**src/rtl/mips_fetch_ctrl.sv**
```systemverilog
// mips_fetch_ctrl: instruction fetch controller with a small prefetch buffer.
// Owns the PC, drives the combinational instruction memory, buffers {pc, inst}
// pairs and hands them downstream over valid/ready. Redirects flush and reload.
// Optional performance counters are enabled with `define MIPS_FETCH_PERF_EN.
module mips_fetch_ctrl #(
  parameter logic [31:0] RESET_PC = 32'h0000_0000,
  parameter int          DEPTH    = 2
) (
  input  logic        i_clk,
  input  logic        i_rst_n,
  input  logic        i_run,
  output logic [31:0] o_imem_pc,
  input  logic [31:0] i_imem_inst,
  input  logic        i_redirect_valid,
  input  logic [31:0] i_redirect_pc,
`ifdef MIPS_FETCH_PERF_EN
  output logic [31:0] o_perf_fetch_cnt,
  output logic [31:0] o_perf_flush_cnt,
`endif
  output logic        o_out_valid,
  input  logic        i_out_ready,
  output logic [31:0] o_out_pc,
  output logic [31:0] o_out_inst
);

  localparam int PTR_W = (DEPTH > 1) ? $clog2(DEPTH) : 1;
  localparam int CNT_W = PTR_W + 1;
  localparam logic [CNT_W-1:0] DEPTH_C = CNT_W'(DEPTH);

  logic [31:0]      r_pc;
  logic [PTR_W-1:0] r_head;
  logic [PTR_W-1:0] r_tail;
  logic [CNT_W-1:0] r_count;
  logic [31:0]      r_buf_pc   [DEPTH];
  logic [31:0]      r_buf_inst [DEPTH];

  logic [31:0]      w_pc_d;
  logic [PTR_W-1:0] w_head_d;
  logic [PTR_W-1:0] w_tail_d;
  logic [CNT_W-1:0] w_count_d;
  logic             w_pop;
  logic             w_push;
  logic             w_unused;

  // Low redirect bits are forced to zero, so they are intentionally dropped.
  assign w_unused = ^i_redirect_pc[1:0];

  assign o_imem_pc   = r_pc;
  assign o_out_valid = (r_count != '0);
  assign o_out_pc    = r_buf_pc[r_head];
  assign o_out_inst  = r_buf_inst[r_head];

  assign w_pop  = o_out_valid & i_out_ready;
  // A full buffer can still accept when the head leaves in the same cycle.
  assign w_push = i_run & ~i_redirect_valid & ((r_count < DEPTH_C) | w_pop);

  // Next-state for PC and buffer bookkeeping; redirect overrides everything.
  always_comb begin
    w_pc_d    = r_pc;
    w_head_d  = r_head;
    w_tail_d  = r_tail;
    w_count_d = r_count;
    if (i_redirect_valid) begin
      w_pc_d    = {i_redirect_pc[31:2], 2'b00};
      w_head_d  = '0;
      w_tail_d  = '0;
      w_count_d = '0;
    end else begin
      if (w_push) begin
        w_pc_d   = r_pc + 32'd4;
        w_tail_d = r_tail + PTR_W'(1);
      end
      if (w_pop) begin
        w_head_d = r_head + PTR_W'(1);
      end
      case ({w_push, w_pop})
        2'b10:   w_count_d = r_count + CNT_W'(1);
        2'b01:   w_count_d = r_count - CNT_W'(1);
        default: w_count_d = r_count;
      endcase
    end
  end

  // PC, pointers, occupancy and buffer storage.
  always_ff @(posedge i_clk or negedge i_rst_n) begin
    if (!i_rst_n) begin
      r_pc    <= RESET_PC;
      r_head  <= '0;
      r_tail  <= '0;
      r_count <= '0;
      for (int i = 0; i < DEPTH; i++) begin
        r_buf_pc[i]   <= '0;
        r_buf_inst[i] <= '0;
      end
    end else begin
      r_pc    <= w_pc_d;
      r_head  <= w_head_d;
      r_tail  <= w_tail_d;
      r_count <= w_count_d;
      if (w_push) begin
        r_buf_pc[r_tail]   <= r_pc;
        r_buf_inst[r_tail] <= i_imem_inst;
      end
    end
  end

`ifdef MIPS_FETCH_PERF_EN
  logic [31:0] r_perf_fetch;
  logic [31:0] r_perf_flush;

  // Free-running event counters: pushes and redirect cycles.
  always_ff @(posedge i_clk or negedge i_rst_n) begin
    if (!i_rst_n) begin
      r_perf_fetch <= '0;
      r_perf_flush <= '0;
    end else begin
      if (w_push) r_perf_fetch <= r_perf_fetch + 32'd1;
      if (i_redirect_valid) r_perf_flush <= r_perf_flush + 32'd1;
    end
  end

  assign o_perf_fetch_cnt = r_perf_fetch;
  assign o_perf_flush_cnt = r_perf_flush;
`endif

endmodule

```
**config.mk**
```make
export PLATFORM = sky130hd
export DESIGN_NAME = mips_fetch_ctrl
export DESIGN_NICKNAME = d
export VERILOG_FILES = /design/src/rtl/mips_fetch_ctrl.sv
export SDC_FILE = /design/constraint.sdc
export NUM_CORES = 1
export LEC_CHECK = 0
export BUFFER_PORTS_ARGS = -buffer_cell sky130_fd_sc_hd__buf_4
export CAP_MARGIN = 5
export CORE_MARGIN = 5
export CORE_UTILIZATION = 30
export CTS_CLUSTER_DIAMETER = 60
export CTS_CLUSTER_SIZE = 12
export DETAILED_ROUTE_END_ITERATION = 7
export GPL_ROUTABILITY_DRIVEN = 0
export MAX_ROUTING_LAYER = met4
export PLACE_DENSITY = 0.53
export RECOVER_POWER = 100
export SLEW_MARGIN = 5
export SYNTH_ARGS = -nofsm -noshare
export SYNTH_HDL_FRONTEND = slang
export SYNTH_SLANG_ARGS = --single-unit
```
**constraint.sdc**
```tcl
create_clock -name i_clk -period 4.4 [get_ports i_clk]
set_clock_uncertainty 0.2 [all_clocks]
set_input_delay 0.44 -clock i_clk [delete_from_list [all_inputs] [get_ports i_clk]]
set_output_delay 0.44 -clock i_clk [all_outputs]
set_load 0.1 [all_outputs]
```
After elaboration in Yosys (flattened, before gate mapping)
Index checks and enable logic that the tools add are counted.

Register bits after elaboration: 164. Latch bits: 0. Memory bits (writable): 0. Memory bits (read-only): 0. Input bits: 69. Logic and storage cells: 49. Memories kept: 0.

$add $sub $neg: 5. $mul: 0. Div/mod/pow operators: 0. $lt $le $gt $ge: 4. Eq/ne operators: 2. Shifts and indexed selects: 0. Muxes and demuxes: 18. Bitwise logic cells: 7. Reduce and logical (&&, ||, !) cells: 5.

Operators by type and width (count): $mux W32 (9); $bwmux W64 (2); $add A32 B3 Y32 const B (1); $demux W32 S1 (1); $reduce_bool A2 Y1 (3); $ge A2 B2 Y1 const B (2); $mux W1 (4); $not A1 Y2 (2); $pmux W2 S2 (1); $and A1 B1 Y1 (3); $reduce_bool A3 Y1 (1); $add A1 B1 Y1 const B (2); $add A2 B1 Y2 const B (1); $eq A2 B1 Y1 const B (1); $eq A2 B2 Y1 const B (1); $lt A2 B1 Y1 const B (1); $lt A2 B2 Y1 const B (1); $mux W2 (1); $sub A2 B1 Y2 const B (1); $logic_and A1 B1 Y1 (1); $not A1 Y1 (1); $or A1 B1 Y1 (1).

Longest topological paths before layout
Depth after elaboration: 7. Mapped depth: 6. Gate-level depth less buffers: 5.

Worst setup path before layout
Ideal clock, no wire load.

Path type: reg-to-reg. Start: register r_pc[6], in the netlist o_imem_pc[6]. End: register r_pc[15], in the netlist o_imem_pc[15]. Library setup time: 0.124 ns. Arrival: 2.162 ns. Data required time: 4.076 ns. Slack: 1.914 ns. Stages on the path, launching flop included: 7. Buffers on the path: 1. Cell sequence: dfrtp_1 > and4_4 > nand2_2 > buf_2 > nor3_1 > nor3_1 > a211o_1.

Word-level cells in the longest chain between the ends: 3.

RTL lines: start, declared (line 30) `logic [31:0] r_pc;`; start signal, assigned (line 96) `r_pc <= w_pc_d;`; $add A32 B3 Y32 (line 70) `w_pc_d = r_pc + 32'd4;`; $mux W32 (line 69) `if (w_push) begin`; $mux W32 (line 63) `if (i_redirect_valid) begin`.

Every way passes these cells. The select of a mux whose other input is x is not followed. A chain may end at the register's enable or synchronous reset.

Worst setup path in the final report
Start: register r_head. End: output port o_out_pc[2].

Word-level cells in the longest chain between the ends: 4.

RTL lines: start, declared (line 31) `logic [PTR_W-1:0] r_head;`; start signal, assigned (line 97) `r_head <= w_head_d;`; $not A1 Y2 (implied by the code) (line 50) `assign o_out_pc = r_buf_pc[r_head];`; $mux W32 (implied by the code) (3 in series) (line 50); end, declared (line 22) `output logic [31:0] o_out_pc,`.

Every way passes these cells. The select of a mux whose other input is x is not followed.

==> flow_summary.json <==
{
  "status": "finished with violations",
  "violations": "capacitance limit, slew limit",
  "rsz0062_at_grt": "no",
  "grt_pass1_vias": 5358,
  "cellPowerDensity_mw_per_mm2": 657.0,
  "worst_r2r_path_depth": 5,
  "drt_drc_violations_left": 0,
  "yosysWarningCount": 0,
  "wl_microns": 17900,
  "finalHoldWorstSlack_ps": 20.40,
  "antenna_found_initial": 0,
  "post_route_cells_drive_above_1_share": 0.4848,
  "max_clock_freq_ghz": 0.2900,
  "path_max_fanout": 32,
  "wire_length_of_the_first_global_routing_pass_microns": 29080,
  "placementRows": 57,
  "timing.critical_path.arrival_ps": 2810,
  "numClockSinks": 158,
  "worstSkewPairLatency_ps": 430,
  "worst_hold_end": "o_imem_pc[2]",
  "fin_setup_tns_ps": 0,
  "grt.total_usage": 0.1359,
  "cell_variety_after_synth": 39,
  "setup.worst_path.end_class": "output port",
  "antenna_violating_nets_left": 0,
  "fin_nets": 779,
  "numCtsBuffers": 17,
  "floorplan.die_area_sq_mm": 0.02778,
  "worst_path_largest_cell_delay_ps": 1390,
  "area_growth_syn_to_layout_pct": 25.47,
  "final_min_period_ps": 3448,
  "finalInstanceArea_sq_mm": 0.009240,
  "synth-seq-area-share": 0.5369,
  "first_iter_violations": 179,
  "leakage_power_nw": 4.018,
  "synth.cell_area_sq_mm": 0.007365,
  "num_vias": 4806,
  "report.final.setup_viol": 0,
  "worstSetupPathType": "reg -> out",
  "die_width_microns": 166.7,
  "drt_pass_1_iters": 6,
  "cts-htree-levels": 4,
  "hold_depth": 3,
  "clk_root_buffer_cell": "clkbuf_16",
  "avg_wl_per_cell_microns": 17.11,
  "cts_resized": 0,
  "cts_tree": "done",
  "final_antenna_diode_count": 0,
  "vdd_drop_max_mv": 0.2982,
  "layout.filler_cells": 2420,
  "clk_pin_slew_ps": 70,
  "die_ht_microns": 166.7,
  "core-area_sq_mm": 0.02425,
  "number_of_slew_limit_violations_in_the_final_report": 181,
  "worst_r2r_endpoint": "r_buf_inst[51]",
  "critical_path_buf_inv_count": 2,
  "finalHoldViolations": 0,
  "num_io_pins": 166,
  "hold_path_startpoint": "i_redirect_pc[2]",
  "placed_area_sq_mm": 0.008861,
  "avg_vias_per_cell": 4.595,
  "r2r_slack_ps": 1300,
  "hpwl_microns": 12070,
  "critical_path.top_delay_family": "flip-flops",
  "gate_count_after_technology_mapping": 558,
  "yosys_register_bits": 158,
  "fin_util": 0.3811,
  "timing.final.crit_share": 0.7837,
  "hold_path.class": "in -> reg",
  "crit_path_cell_trace": "buf_12 > mux2_2 > buf_4",
  "pre_cts_ws_ps": 1699,
  "cap_violations": 3,
  "worst_pin_slew_ps": 2184,
  "syn_avg_cell_area_sq_um": 13.20,
  "critPathRequiredTime_ps": 3760,
  "grt_remaining_overflow": 0,
  "io_buffer_count": 159,
  "post-route-worst-setup-slack_ps": 951.6,
  "grt_max_degree": 86,
  "max-slew-margin-rel": -0.4563,
  "initial_utilization": 0.3037,
  "start_kind": "flip-flop",
  "cpMaxStageDelayCell": "dfrtp_1",
  "worstReg2RegStart": "r_count[1]",
  "cts-root-to-sink-buffers": 2
}
synth_stat cells:
cell type    n  area (sq um)
a211o_1      1         8.760
a21oi_1      1         5.000
a311oi_1     1         8.760
and3_1       7         43.79
and4_1       2         17.52
and4_4       1         11.26
buf_1        3         11.26
buf_2       16         80.08
buf_4        5         37.54
buf_6        1         11.26
clkbuf_1    11         41.29
conb_1       1         3.750
dfrtp_1    158          3954
ha_1         1         12.51
inv_1        8         30.03
mux2_1       5         56.30
mux2_2     182          2049
mux2i_1      1         10.01
nand2_1     44         165.2
nand2_2      2         12.51
nand2b_2     1         8.760
nand3_1      4         20.02
nand3_2      1         10.01
nand4_1      3         18.77
nand4_2      2         25.02
nand4_4      1         21.27
nor2_1       8         30.03
nor3_1      11         55.05
nor3_4       1         16.27
nor3b_2      1         12.51
nor4_2      10         125.1
nor4b_2      1         15.01
o21ai_0      9         45.04
o21ai_1     20         100.1
or2_2        2         12.51
or3_1        1         6.260
or4b_1       1         10.01
xnor2_1     27         236.5
xor2_1       3         26.28
metrics by stage:
stage | instances | power (mW)
6_report | 1046 | 6.071
5_1_grt | 1046 | 6.356
4_1_cts | 1046 | 6.197
3_5_place_dp | 1012 | 4.676
3_3_place_gp | 1012 | 4.617
2_1_floorplan | 561 | 4.174
sequential cells by signal, summed over array words and instances (netlist names):
name        count
o_imem_pc      30
r_buf_inst     64
r_buf_pc       60
r_count         2
r_head          1
r_tail          1
timing repair:
item,CTS,global route
hold endpoints to repair,84,0
buffers inserted,0,0
hold buffers,2,0
power by group:
group          internal [mW]  switching, mW  leakage, nW  total [mW]
sequential              1.82          0.215         1.92        2.04
combinational          0.709           1.84         1.82        2.55
clock                  0.869          0.612        0.283        1.48
total                   3.40           2.67         4.02        6.07
worst max path at each step:
| stage | to | cells past startpoint | slack, ps | start |
|---|---|---|---|---|
| floorplan | o_imem_pc[15] | 6 | 1910 | o_imem_pc[6] |
| global placement | r_buf_inst[23] | 4 | 1720 | i_redirect_valid |
| detailed placement | r_buf_inst[10] | 4 | 1700 | i_redirect_valid |
| CTS | o_out_pc[15] | 3 | 1360 | r_head |
| global route | o_out_pc[15] | 3 | 740 | r_head |
| finish | o_out_pc[2] | 3 | 950 | r_head |
worst register-to-register path, cell delays in order, from the launching register on:
cell	delay (ps)
dfrtp_1	410
nand2b_1	190
nand2_1	220
nor3_1	1100
buf_12	430
mux2_2	420
per-layer routing:
layer  track usage  vias up  wire length (microns)  share of wire
met1        0.1651     2435                   7938           0.44
met4       0.04162        0                    229          0.013
li1              -     2257                      -              -
met2        0.2218       99                   8902           0.50
met5             -        -                      0              0
met3       0.03769       15                    830          0.046
cell families after synthesis:
| family | after synthesis | share of synthesized area |
|---|---|---|
| adders and majority gates | 1 | 0.001699 |
| xor gates and xnor gates | 30 | 0.03568 |
| and+or+nand+nor | 104 | 0.08648 |
| DFF | 158 | 0.5369 |
| buffers and inverters | 44 | 0.02871 |
| AOI/OAI and AO/OA | 32 | 0.02277 |
| muxes | 188 | 0.2873 |
| other | 1 | 0.0005092 |
layout by cell type, fill, tap and decap left out, types with 3 or more instances in the layout:
master and instances:
nand4_1 4, nand2_1 44, inv_6 3, xnor2_1 27, clkbuf_16 17, nor4_1 10
clkbuf_1 32, and3_1 7, mux2_2 180, o21ai_0 17, clkinvlp_4 3, nor3_1 12
nand3_1 5, o21ai_1 12, conb_1 4, inv_1 8, xor2_1 3, buf_4 129
dfrtp_1 158, nor2_1 8, clkinv_2 3, mux2_1 7
cell type report:
class | instances | area [sq um] | area share
tap | 324 | 405.4 | 0.04387
multi-input combinational | 359 | 3112 | 0.3368
inverter | 8 | 30.03 | 0.003250
clock inverter | 12 | 132.6 | 0.01435
timing repair buffer | 165 | 1150 | 0.1244
clock buffer | 20 | 456.7 | 0.04942
sequential | 158 | 3954 | 0.4279
No activity file was read; power rests on OpenSTA's default activity.
